<file path="config.mk">
export PLATFORM = sky130hd
export DESIGN_NAME = write_request_sequencer_flat
export DESIGN_NICKNAME = d
export VERILOG_FILES = /design/src/rtl/axi_dev_pkg.sv /design/src/rtl/write_request_sequencer_if.sv /design/src/rtl/outstanding_counter.sv /design/src/rtl/write_request_sequencer.sv /design/src/flat_wrapper.sv
export SDC_FILE = /design/constraint.sdc
export NUM_CORES = 1
export LEC_CHECK = 0
export CORE_MARGIN = 2
export CORE_UTILIZATION = 44
export DETAILED_ROUTE_END_ITERATION = 6
export PLACE_DENSITY_LB_ADDON = 0.15
export REMOVE_ABC_BUFFERS = 1
export SYNTH_ARGS = -nofsm -noshare
export SYNTH_HDL_FRONTEND = slang
export SYNTH_SLANG_ARGS = --single-unit
</file>
<file path="constraint.sdc">
create_clock -name devclock -period 4.2 [get_ports devclock]
set_input_delay 0.84 -clock devclock [delete_from_list [all_inputs] [get_ports devclock]]
set_output_delay 0.84 -clock devclock [all_outputs]
set_load 0.005 [all_outputs]
</file>
<file path="src/rtl/axi_dev_pkg.sv">
// Shared definitions for the device-side write path: sequencer states,
// AXI response codes, burst type encodings and burst length limits.
package axi_dev_pkg;

  typedef enum logic [1:0] {
    ST_IDLE  = 2'd0,
    ST_BEAT  = 2'd1,
    ST_PULSE = 2'd2,
    ST_GAP   = 2'd3
  } seq_state_t;

  localparam logic [1:0] RESP_OKAY   = 2'b00;
  localparam logic [1:0] RESP_EXOKAY = 2'b01;
  localparam logic [1:0] RESP_SLVERR = 2'b10;
  localparam logic [1:0] RESP_DECERR = 2'b11;

  localparam logic [1:0] BURST_FIXED = 2'b00;
  localparam logic [1:0] BURST_INCR  = 2'b01;
  localparam logic [1:0] BURST_WRAP  = 2'b10;

  localparam int MAX_BURST_BEATS = 16;

  // SLVERR and DECERR are the two responses that mean the burst failed.
  function automatic logic resp_is_error(input logic [1:0] code);
    return (code == RESP_SLVERR) || (code == RESP_DECERR);
  endfunction

endpackage

</file>
<file path="src/rtl/write_request_sequencer_if.sv">
// Bundle of the command, beat, write-master and response signals around the
// write request sequencer.
//
// Handshake rule for cmd_* and dat_*: a transfer happens on a rising devclock
// edge where valid and ready are both high. The source holds valid and its
// payload stable until that edge; ready never depends on valid.
interface write_request_sequencer_if #(
  parameter int BUSWIDTH = 32
);
  logic                cmd_valid;
  logic                cmd_ready;
  logic [3:0]          cmd_id;
  logic [31:0]         cmd_addr;
  logic [3:0]          cmd_len;
  logic [2:0]          cmd_size;
  logic [1:0]          cmd_burst;

  logic                dat_valid;
  logic                dat_ready;
  logic [BUSWIDTH-1:0] dat_data;

  logic [BUSWIDTH-1:0] Datain;
  logic                memoryWrite;
  logic [3:0]          AWWID;
  logic [3:0]          WWID;
  logic [31:0]         WADDR;
  logic [3:0]          WLEN;
  logic [2:0]          WSIZE;
  logic [1:0]          WBURST;
  logic [1:0]          WLOCK;
  logic [3:0]          WCACHE;
  logic [2:0]          WPROT;

  logic                rsp_valid;
  logic [1:0]          rsp_code;

  modport slave (
    input  cmd_valid, cmd_id, cmd_addr, cmd_len, cmd_size, cmd_burst,
    input  dat_valid, dat_data, rsp_valid, rsp_code,
    output cmd_ready, dat_ready, Datain, memoryWrite,
    output AWWID, WWID, WADDR, WLEN, WSIZE, WBURST, WLOCK, WCACHE, WPROT
  );

  modport master (
    output cmd_valid, cmd_id, cmd_addr, cmd_len, cmd_size, cmd_burst,
    output dat_valid, dat_data, rsp_valid, rsp_code,
    input  cmd_ready, dat_ready, Datain, memoryWrite,
    input  AWWID, WWID, WADDR, WLEN, WSIZE, WBURST, WLOCK, WCACHE, WPROT
  );
endinterface

</file>
<file path="src/rtl/outstanding_counter.sv">
// Saturating up/down count of bursts issued but not yet answered.
// A decrement at zero is reported as underflow and does not move the count.
module outstanding_counter #(
  parameter int MAX = 4
) (
  input  logic       devclock,
  input  logic       ARESETn,
  input  logic       inc,
  input  logic       dec,
  output logic [2:0] count,
  output logic       limit_hit,
  output logic       underflow
);
  logic inc_ok;
  logic dec_ok;

  assign underflow = dec && (count == 3'd0);
  assign dec_ok    = dec && !underflow;
  assign inc_ok    = inc && (count != 3'd7);
  assign limit_hit = (count >= 3'(MAX));

  // Simultaneous inc and dec cancel; otherwise step by one.
  always_ff @(posedge devclock) begin
    if (!ARESETn) begin
      count <= 3'd0;
    end else begin
      case ({inc_ok, dec_ok})
        2'b10:   count <= count + 3'd1;
        2'b01:   count <= count - 3'd1;
        default: count <= count;
      endcase
    end
  end
endmodule

</file>
<file path="src/rtl/write_request_sequencer.sv">
// Accepts one burst command plus its beats and replays each beat to the AXI
// write master as a single-cycle memoryWrite pulse, with the burst fields
// held from command accept until the next accept.
module write_request_sequencer
  import axi_dev_pkg::*;
#(
  parameter int BUSWIDTH        = 32,
  parameter int MAX_OUTSTANDING = 4,
  parameter int GAP             = 0
) (
  input  logic                     devclock,
  input  logic                     ARESETn,
  write_request_sequencer_if.slave bus,
  output logic [2:0]               outstanding,
  output logic                     busy,
  output logic                     err_sticky,
  output seq_state_t               state_dbg
);
  localparam int         BEAT_W   = $clog2(MAX_BURST_BEATS) + 1;
  localparam logic [1:0] GAP_LAST = (GAP > 0) ? 2'(GAP - 1) : 2'd0;

  seq_state_t          state_q;
  seq_state_t          state_nxt;
  logic [BEAT_W-1:0]   beat_cnt;
  logic [1:0]          gap_cnt;
  logic [BUSWIDTH-1:0] datain_q;
  logic                mw_q;
  logic [3:0]          id_q;
  logic [31:0]         addr_q;
  logic [3:0]          len_q;
  logic [2:0]          size_q;
  logic [1:0]          burst_q;
  logic                cmd_hs;
  logic                dat_hs;
  logic                more_beats;
  logic                limit_hit;
  logic                underflow;

  // Ready signals depend only on state and the outstanding count, and are
  // held low while reset is asserted.
  assign bus.cmd_ready = ARESETn && (state_q == ST_IDLE) && !limit_hit;
  assign bus.dat_ready = ARESETn && (state_q == ST_BEAT);
  assign cmd_hs        = bus.cmd_valid && bus.cmd_ready;
  assign dat_hs        = bus.dat_valid && bus.dat_ready;

  // beat_cnt counts beats already sent, so it is at most 16 and never wraps.
  assign more_beats = (beat_cnt <= BEAT_W'(len_q));

  assign bus.Datain      = datain_q;
  assign bus.memoryWrite = mw_q;
  assign bus.AWWID       = id_q;
  assign bus.WWID        = id_q;
  assign bus.WADDR       = addr_q;
  assign bus.WLEN        = len_q;
  assign bus.WSIZE       = size_q;
  assign bus.WBURST      = burst_q;
  assign bus.WLOCK       = 2'b00;
  assign bus.WCACHE      = 4'b0000;
  assign bus.WPROT       = 3'b000;

  assign busy      = (state_q != ST_IDLE);
  assign state_dbg = state_q;

  outstanding_counter #(
    .MAX (MAX_OUTSTANDING)
  ) u_outstanding (
    .devclock  (devclock),
    .ARESETn   (ARESETn),
    .inc       (cmd_hs),
    .dec       (bus.rsp_valid),
    .count     (outstanding),
    .limit_hit (limit_hit),
    .underflow (underflow)
  );

  // State register.
  always_ff @(posedge devclock) begin
    if (!ARESETn) begin
      state_q <= ST_IDLE;
    end else begin
      state_q <= state_nxt;
    end
  end

  // Next state: after each pulse (and optional gap) either fetch another
  // beat or return to IDLE once all len+1 beats have gone out.
  always_comb begin
    state_nxt = state_q;
    case (state_q)
      ST_IDLE: begin
        if (cmd_hs) state_nxt = ST_BEAT;
      end
      ST_BEAT: begin
        if (dat_hs) state_nxt = ST_PULSE;
      end
      ST_PULSE: begin
        if (GAP > 0)         state_nxt = ST_GAP;
        else if (more_beats) state_nxt = ST_BEAT;
        else                 state_nxt = ST_IDLE;
      end
      ST_GAP: begin
        if (gap_cnt == GAP_LAST) state_nxt = more_beats ? ST_BEAT : ST_IDLE;
      end
      default: state_nxt = ST_IDLE;
    endcase
  end

  // Burst fields, beat data, the one-cycle write pulse and the error flag.
  always_ff @(posedge devclock) begin
    if (!ARESETn) begin
      beat_cnt   <= '0;
      gap_cnt    <= 2'd0;
      datain_q   <= '0;
      mw_q       <= 1'b0;
      id_q       <= 4'd0;
      addr_q     <= 32'd0;
      len_q      <= 4'd0;
      size_q     <= 3'd0;
      burst_q    <= 2'd0;
      err_sticky <= 1'b0;
    end else begin
      if (cmd_hs) begin
        id_q     <= bus.cmd_id;
        addr_q   <= bus.cmd_addr;
        len_q    <= bus.cmd_len;
        size_q   <= bus.cmd_size;
        burst_q  <= bus.cmd_burst;
        beat_cnt <= '0;
      end
      if (dat_hs) begin
        datain_q <= bus.dat_data;
        beat_cnt <= beat_cnt + BEAT_W'(1);
      end
      // High only in the cycle right after a beat handshake.
      mw_q <= dat_hs;
      if (state_q == ST_PULSE)    gap_cnt <= 2'd0;
      else if (state_q == ST_GAP) gap_cnt <= gap_cnt + 2'd1;
      if (bus.rsp_valid && (underflow || resp_is_error(bus.rsp_code))) begin
        err_sticky <= 1'b1;
      end
    end
  end
endmodule

</file>
<file path="src/flat_wrapper.sv">
// flat-port wrapper written by rule: the top's interface ports become plain ports
module write_request_sequencer_flat import axi_dev_pkg::*;
#(
  parameter int BUSWIDTH        = 32,
  parameter int MAX_OUTSTANDING = 4,
  parameter int GAP             = 0
)
  (devclock, ARESETn, outstanding, busy, err_sticky, state_dbg, bus_cmd_valid, bus_cmd_id, bus_cmd_addr, bus_cmd_len, bus_cmd_size, bus_cmd_burst, bus_dat_valid, bus_dat_data, bus_rsp_valid, bus_rsp_code, bus_cmd_ready, bus_dat_ready, bus_Datain, bus_memoryWrite, bus_AWWID, bus_WWID, bus_WADDR, bus_WLEN, bus_WSIZE, bus_WBURST, bus_WLOCK, bus_WCACHE, bus_WPROT);
  write_request_sequencer_if #(.BUSWIDTH(BUSWIDTH)) bus_i ();
  input  logic devclock;
  input  logic ARESETn;
  output logic [2:0] outstanding;
  output logic busy;
  output logic err_sticky;
  output seq_state_t state_dbg;
  input wire logic [$bits(bus_i.cmd_valid)-1:0] bus_cmd_valid;
  input wire logic [$bits(bus_i.cmd_id)-1:0] bus_cmd_id;
  input wire logic [$bits(bus_i.cmd_addr)-1:0] bus_cmd_addr;
  input wire logic [$bits(bus_i.cmd_len)-1:0] bus_cmd_len;
  input wire logic [$bits(bus_i.cmd_size)-1:0] bus_cmd_size;
  input wire logic [$bits(bus_i.cmd_burst)-1:0] bus_cmd_burst;
  input wire logic [$bits(bus_i.dat_valid)-1:0] bus_dat_valid;
  input wire logic [$bits(bus_i.dat_data)-1:0] bus_dat_data;
  input wire logic [$bits(bus_i.rsp_valid)-1:0] bus_rsp_valid;
  input wire logic [$bits(bus_i.rsp_code)-1:0] bus_rsp_code;
  output wire logic [$bits(bus_i.cmd_ready)-1:0] bus_cmd_ready;
  output wire logic [$bits(bus_i.dat_ready)-1:0] bus_dat_ready;
  output wire logic [$bits(bus_i.Datain)-1:0] bus_Datain;
  output wire logic [$bits(bus_i.memoryWrite)-1:0] bus_memoryWrite;
  output wire logic [$bits(bus_i.AWWID)-1:0] bus_AWWID;
  output wire logic [$bits(bus_i.WWID)-1:0] bus_WWID;
  output wire logic [$bits(bus_i.WADDR)-1:0] bus_WADDR;
  output wire logic [$bits(bus_i.WLEN)-1:0] bus_WLEN;
  output wire logic [$bits(bus_i.WSIZE)-1:0] bus_WSIZE;
  output wire logic [$bits(bus_i.WBURST)-1:0] bus_WBURST;
  output wire logic [$bits(bus_i.WLOCK)-1:0] bus_WLOCK;
  output wire logic [$bits(bus_i.WCACHE)-1:0] bus_WCACHE;
  output wire logic [$bits(bus_i.WPROT)-1:0] bus_WPROT;
  assign bus_i.cmd_valid = bus_cmd_valid;
  assign bus_i.cmd_id = bus_cmd_id;
  assign bus_i.cmd_addr = bus_cmd_addr;
  assign bus_i.cmd_len = bus_cmd_len;
  assign bus_i.cmd_size = bus_cmd_size;
  assign bus_i.cmd_burst = bus_cmd_burst;
  assign bus_i.dat_valid = bus_dat_valid;
  assign bus_i.dat_data = bus_dat_data;
  assign bus_i.rsp_valid = bus_rsp_valid;
  assign bus_i.rsp_code = bus_rsp_code;
  assign bus_cmd_ready = bus_i.cmd_ready;
  assign bus_dat_ready = bus_i.dat_ready;
  assign bus_Datain = bus_i.Datain;
  assign bus_memoryWrite = bus_i.memoryWrite;
  assign bus_AWWID = bus_i.AWWID;
  assign bus_WWID = bus_i.WWID;
  assign bus_WADDR = bus_i.WADDR;
  assign bus_WLEN = bus_i.WLEN;
  assign bus_WSIZE = bus_i.WSIZE;
  assign bus_WBURST = bus_i.WBURST;
  assign bus_WLOCK = bus_i.WLOCK;
  assign bus_WCACHE = bus_i.WCACHE;
  assign bus_WPROT = bus_i.WPROT;
  write_request_sequencer #(.BUSWIDTH(BUSWIDTH), .MAX_OUTSTANDING(MAX_OUTSTANDING), .GAP(GAP)) u_core (.devclock(devclock), .ARESETn(ARESETn), .bus(bus_i), .outstanding(outstanding), .busy(busy), .err_sticky(err_sticky), .state_dbg(state_dbg));
endmodule
</file>
# Yosys cells after proc, flatten, opt, wreduce, memory -nomap -nowiden

Cells that the tools add are included.

Output and inout port bits: 100
Register bits: 91
Bits of input ports: 84

Equal/unequal tests: 11
Reductions and logical operators: 21
$add $sub $neg: 4
Multiplexer cells: 8
Magnitude comparators: 2
Bitwise logic cells: 1

Operators with widths:

| cell                | count |
|---|---|
| $eq 2x2->1 const B  | 5 |
| $mux 5              | 2 |
| $logic_and 1x1->1   | 9 |
| $pmux 2 s4          | 1 |
| $mux 2              | 3 |
| $pmux 3 s2          | 1 |
| $reduce_bool 2->1   | 3 |
| $add 5x1->5 const B | 1 |
| $le 5x4->1          | 1 |
| $eq 2x1->1 const B  | 2 |
| $logic_not 2->1     | 2 |
| $ne 2x1->1 const B  | 2 |
| $add 3x1->3 const B | 1 |
| $ge 3x3->1 const B  | 1 |
| $logic_not 3->1     | 1 |
| $ne 3x3->1 const B  | 1 |
| $reduce_and 3->1    | 1 |
| $sub 3x1->3 const B | 1 |
| $add 2x1->2 const B | 1 |
| $logic_not 1->1     | 2 |
| $logic_or 1x1->1    | 2 |
| $ne 2x2->1 const B  | 1 |
| $reduce_or 2->1     | 1 |
| $mux 1              | 1 |
| $not 1->1           | 1 |

# Depth between registers and ports, before layout

Word-level depth: 7
Gate-level depth with buffers: 11
Depth with buffers taken out: 8

# Cells and area by module

From an unflattened synthesis, not the netlist that was laid out.

Cell total of the unflattened synthesis: 454
Area, all modules: 3712.3 µm²

Modules (own cells, without submodules):

| module                  | sequential area each (µm²) | cells an instance | area an instance (µm²) | times used |
|---|---|---|---|---|
| write_request_sequencer | 1761.7                     | 431               | 3520.9                 | 1 |
| outstanding_counter     | 60.1                       | 23                | 191.4                  | 1 |

# Worst setup path after synthesis

Ideal clock, no wire load.

Path kind: input port to flip-flop
Start: in ARESETn
End: reg u_core.u_outstanding.count[2]
Stages on the path: 11
Slack: 1.495 ns
Data arrival time: 2.635 ns
Cell sequence: buf_4 -> nor3b_2 -> buf_4 -> buf_6 -> nand2_1 -> ha_1 -> inv_1 -> fa_1 -> xor2_1 -> or3_1 -> a21oi_1

Word-level cells in the longest chain between the ends: 6
Elaborated cells between the ends (all ways): 8
Those cells by class: 2 x eq/ne; 1 x mux; 5 x reduce/logical

RTL lines:

| element                                         | line                          | source |
|---|---|---|
| start: declaration                              | flat_wrapper.sv:11            | `input logic ARESETn;` |
| $logic_and 1x1->1 (2 in a row)                  | write_request_sequencer.sv:41 | `assign bus.cmd_ready = ARESETn && (state_q == ST_IDLE) && !limit_hit;` |
| $logic_and 1x1->1                               | write_request_sequencer.sv:43 | `assign cmd_hs = bus.cmd_valid && bus.cmd_ready;` |
| $logic_and 1x1->1                               | outstanding_counter.sv:19     | `assign inc_ok = inc && (count != 3'd7);` |
| $eq 2x1->1 or $eq 2x2->1 (tied branches)        | outstanding_counter.sv:27     | `case ({inc_ok, dec_ok})` |
| $pmux 3 s2 or $reduce_bool 2->1 (tied branches) | n/a                           |  |
| end signal: assignment                          | outstanding_counter.sv:28     | `2'b10: count <= count + 3'd1;` |
| end signal: assignment                          | outstanding_counter.sv:29     | `2'b01: count <= count - 3'd1;` |
| end signal: assignment                          | outstanding_counter.sv:30     | `default: count <= count;` |
| end: declaration                                | outstanding_counter.sv:10     | `output logic [2:0] count,` |

Parallel ways exist; a longest one is shown, timed or not.
A chain may end at the register's enable or synchronous reset.

# Final worst setup path

Start: in ARESETn
End: out bus_cmd_ready

Word-level cells in the longest chain between the ends: 2

RTL lines:

| element                        | line                          | source |
|---|---|---|
| $logic_and 1x1->1 (2 in a row) | write_request_sequencer.sv:41 |  |
| end: declaration               | flat_wrapper.sv:26            | `output wire logic [$bits(bus_i.cmd_ready)-1:0] bus_cmd_ready;` |

Every way passes these cells.

==> impl_metrics.csv <==
group,metric,value,unit
place,numPortBuffers,173,
synth,yosys-top-cells-count,"dfxtp_1, nand3_1, nand2_1",
die,die_height,96.5,um
sta,fin_crit,3.36,ns
synth,avgSynthCellArea,8.29,um^2
synth,synth_largest_area_cell,"dfxtp_1",
sta,tns,0,ns
sta,slew_viol_final,0,
worst_setup_path,critPathRequiredTime,3.36,ns
route,wire_per_inst,14.5,um
worst_setup_path,timing.rr.start,"u_core.state_dbg[1]",
sta,finClkSkew,0.00828,ns
sta,tightest_slew,0.963,ns
cells_and_area,fin_nets,692,
worst_hold_path,hp-class,"reg2reg",
sta,rsz0062_at_grt,"no",
power_and_ir_drop,clockPowerShare,30.2,%
worst_setup_path,critPathCaptureType,"output pin",
place,placed_cells,694,
cells_and_area,fin_cells,709,
global_routing,grt_max_degree,56,
synth,ys.flop_type,"dfxtp_1",
die,io-pin-count,184,
synth,synthXorXnorAreaFrac,0.465,%
place,gp_congestion,0.787,
synth,synth-compound-area-share,16.0,%
route,first_pass_iters,4,
sta,timing.final.crit_share,79.9,%
cells_and_area,drive_above_1_share,4.80,%
clock_network,post_cts_resize_count,0,
die,rows,33,
sta,max_freq,298,MHz
synth,netlist_area,0.00376,mm^2
clock_network,cts_buffers,9,
worst_setup_path,crit_fanout,7,
clock_network,cts_setup_buffers,0,
worst_setup_path,cp.arrival,2.52,ns
job,drv_cap,0,
clock_network,cts-root-buf,"clkbuf_8",
global_routing,grt_pass1_wl,16.0,mm
synth,synth_top_family_by_area,"simple AND/OR/NAND/NOR gates",
clock_network,worstSkewPairLatency,0.34,ns
worst_setup_path,r2r-end,"u_core.u_outstanding.count[2]",
sta,setup-violations-final,0,
power_and_ir_drop,pwr-share-comb,23.0,%
clock_network,cts_tree,"built",
worst_setup_path,cp-endpoint,"bus_cmd_ready",
clock_network,htreeDepth,3,
worst_setup_path,worstSetupStartpointType,"input port",
die,initial_core_util,45.6,%
synth,synthMuxAreaShare,0.266,%
route,drc,0,
global_routing,first_global_vias,3414,
place,post-dp-hpwl,6.76,mm
route,drt_iter0_drc,167,
die,die_area,0.00931,mm^2
synth,synthCells,454,
worst_setup_path,worstSetupPathType,"in2out",
synth,post-synth-top-count-cell,"dfxtp_1",
synth,synth_edf_count,0,
route,final_antenna_net_count,0,
clock_network,hold_buffers,0,
synth,yosys-top-cells-area,"dfxtp_1, nand3_1, a21oi_1, nand2_1, o21ai_1",
synth,synth_fa_ha_area_share,2.86,%
clock_network,clk_pin_slew_worst_paths,0.09,ns
cells_and_area,area_growth,48.6,%
worst_setup_path,reg2regPathDepth,8,
synth,synthArstFlopShare,0,%
power_and_ir_drop,swShare,26.9,%
synth,yosys.area_share.simple,21.9,%
route,vias,3672,
worst_setup_path,crit_start,"ARESETn",
power_and_ir_drop,power_density,370,mW/mm^2
die,die-width,96.5,um
global_routing,grt_antenna_before_repair,0,
global_routing,grt_overflow,0,
synth,yosysWarningCount,0,
synth,synth_top_cell_area_share,48.4,%
route,wirelength,10.3,mm
synth,synth.distinct_cells,39,
worst_setup_path,ff2ff_setup_slack,2.08,ns
route,via_per_inst,5.18,
synth,synth-seq-cells,91,
sta,hold_violations,0,
power_and_ir_drop,switchingPower,0.000558,W
outcome,status,"complete, no violations",
power_and_ir_drop,p_leak,2.14,nW
power_and_ir_drop,intPower,0.00151,W
synth,yosysSeqAreaShare,48.4,%
clock_network,cts_sinks,91,
power_and_ir_drop,vdd_drop_max,0.000215,V
clock_network,clock_path_buffers,2,
sta,holdWs,0.456,ns
power_and_ir_drop,seqPwrFrac,46.9,%
sta,slew_headroom,35.8,%
global_routing,grt.total_usage,21.7,%
die,coreArea,0.00826,mm^2
power_and_ir_drop,power,0.00207,W
cells_and_area,antenna_cells,0,
-- registers in the layout (all words and copies together) (netlist names) --
signal / count
u_core.err_sticky: 1
u_core.beat_cnt: 5
u_core.state_dbg: 2
u_core.bus.memoryWrite: 1
u_core.bus.AWWID: 4
u_core.bus.Datain: 32
u_core.gap_cnt: 2
u_core.u_outstanding.count: 3
u_core.bus.WBURST: 2
u_core.bus.WSIZE: 3
u_core.bus.WADDR: 32
u_core.bus.WLEN: 4
-- layout by cell type, fill, tap and decap left out, types with 2 or more instances in the layout --
cell and instances:
bufinv_16 2, a311oi_1 2, o21ai_0 17, o21ai_2 2
nand2_1 70, nand3_1 82, conb_1 9, nor2_1 7
buf_4 5, dfxtp_1 91, nor2b_1 2, inv_2 2
xor2_1 2, clkbuf_1 2, clkbuf_8 9, o21ai_1 29
inv_1 12, clkdlybuf4s50_1 173, a41oi_1 3, nand2b_1 3
a21oi_1 53, ha_1 7
-- worst min path at each step --
stage / start / end / slack (ns) / cells past startpoint
CTS: u_core.bus.Datain[10] / u_core.bus.Datain[10] / 0.46 / 2
floorplan: u_core.err_sticky / u_core.err_sticky / 0.44 / 2
finish: u_core.bus.Datain[21] / u_core.bus.Datain[21] / 0.46 / 2
global placement: u_core.err_sticky / u_core.err_sticky / 0.43 / 2
global route: u_core.bus.Datain[31] / u_core.bus.Datain[31] / 0.47 / 2
detailed placement: u_core.bus.Datain[10] / u_core.bus.Datain[10] / 0.44 / 2
-- per-stage QoR --
step | instance area, um^2 | worst slack (ns) | util (%)
after floorplan | 3470 | 0.660 | -
after global placement | 5390 | 0.867 | 65.2
after detailed placement | 5390 | 0.849 | 65.2
after CTS | 5590 | 0.831 | 67.7
after global routing | 5590 | 0.779 | 67.7
final | 5590 | 0.844 | 67.7
-- power groups by stage --
stage	combinational [W]	sequential, W	clock, W
6_report	0.000475	0.000969	0.000625
5_1_grt	0.000524	0.000978	0.000677
2_1_floorplan	0.000190	0.000988	0
4_1_cts	0.000478	0.000970	0.000640
3_3_place_gp	0.000462	0.000986	0
3_5_place_dp	0.000473	0.000990	0
-- logic make-up (layout without fill, tap and decap cells) --
logic type | Yosys count | after routing
flops | 91 | 91
other cells | 1 | 9
mux | 1 | 1
xor+xnor | 2 | 2
simple gates | 174 | 174
compound gates | 112 | 112
buf+inv | 65 | 207
fa+ha+maj | 8 | 8
-- critical path, stage by stage --
cell and delay [ns]:
clkdlybuf4s50_1 0.65, or3b_4 0.42, nor2_1 0.10, clkdlybuf4s50_1 0.50
-- area by class of cell --
type / instances / area [um^2]
inverter: 14 / 52.6
clock inverter: 4 / 76.3
fill: 715 / 2660
tap: 105 / 131
clock buffer: 11 / 131
sequential: 91 / 1820
multi-input combinational: 306 / 1610
timing repair buffer: 178 / 1770
-- routing by layer --
metal	vias up	GRT usage [%]	wire length (um)
met4	0	7.86	127
met3	10	6.28	732
met1	1728	26.3	4230
li1	1819	-	-
met5	-	0	0
met2	115	36.5	5200
Note: power is estimated with default switching activity, not from simulation.
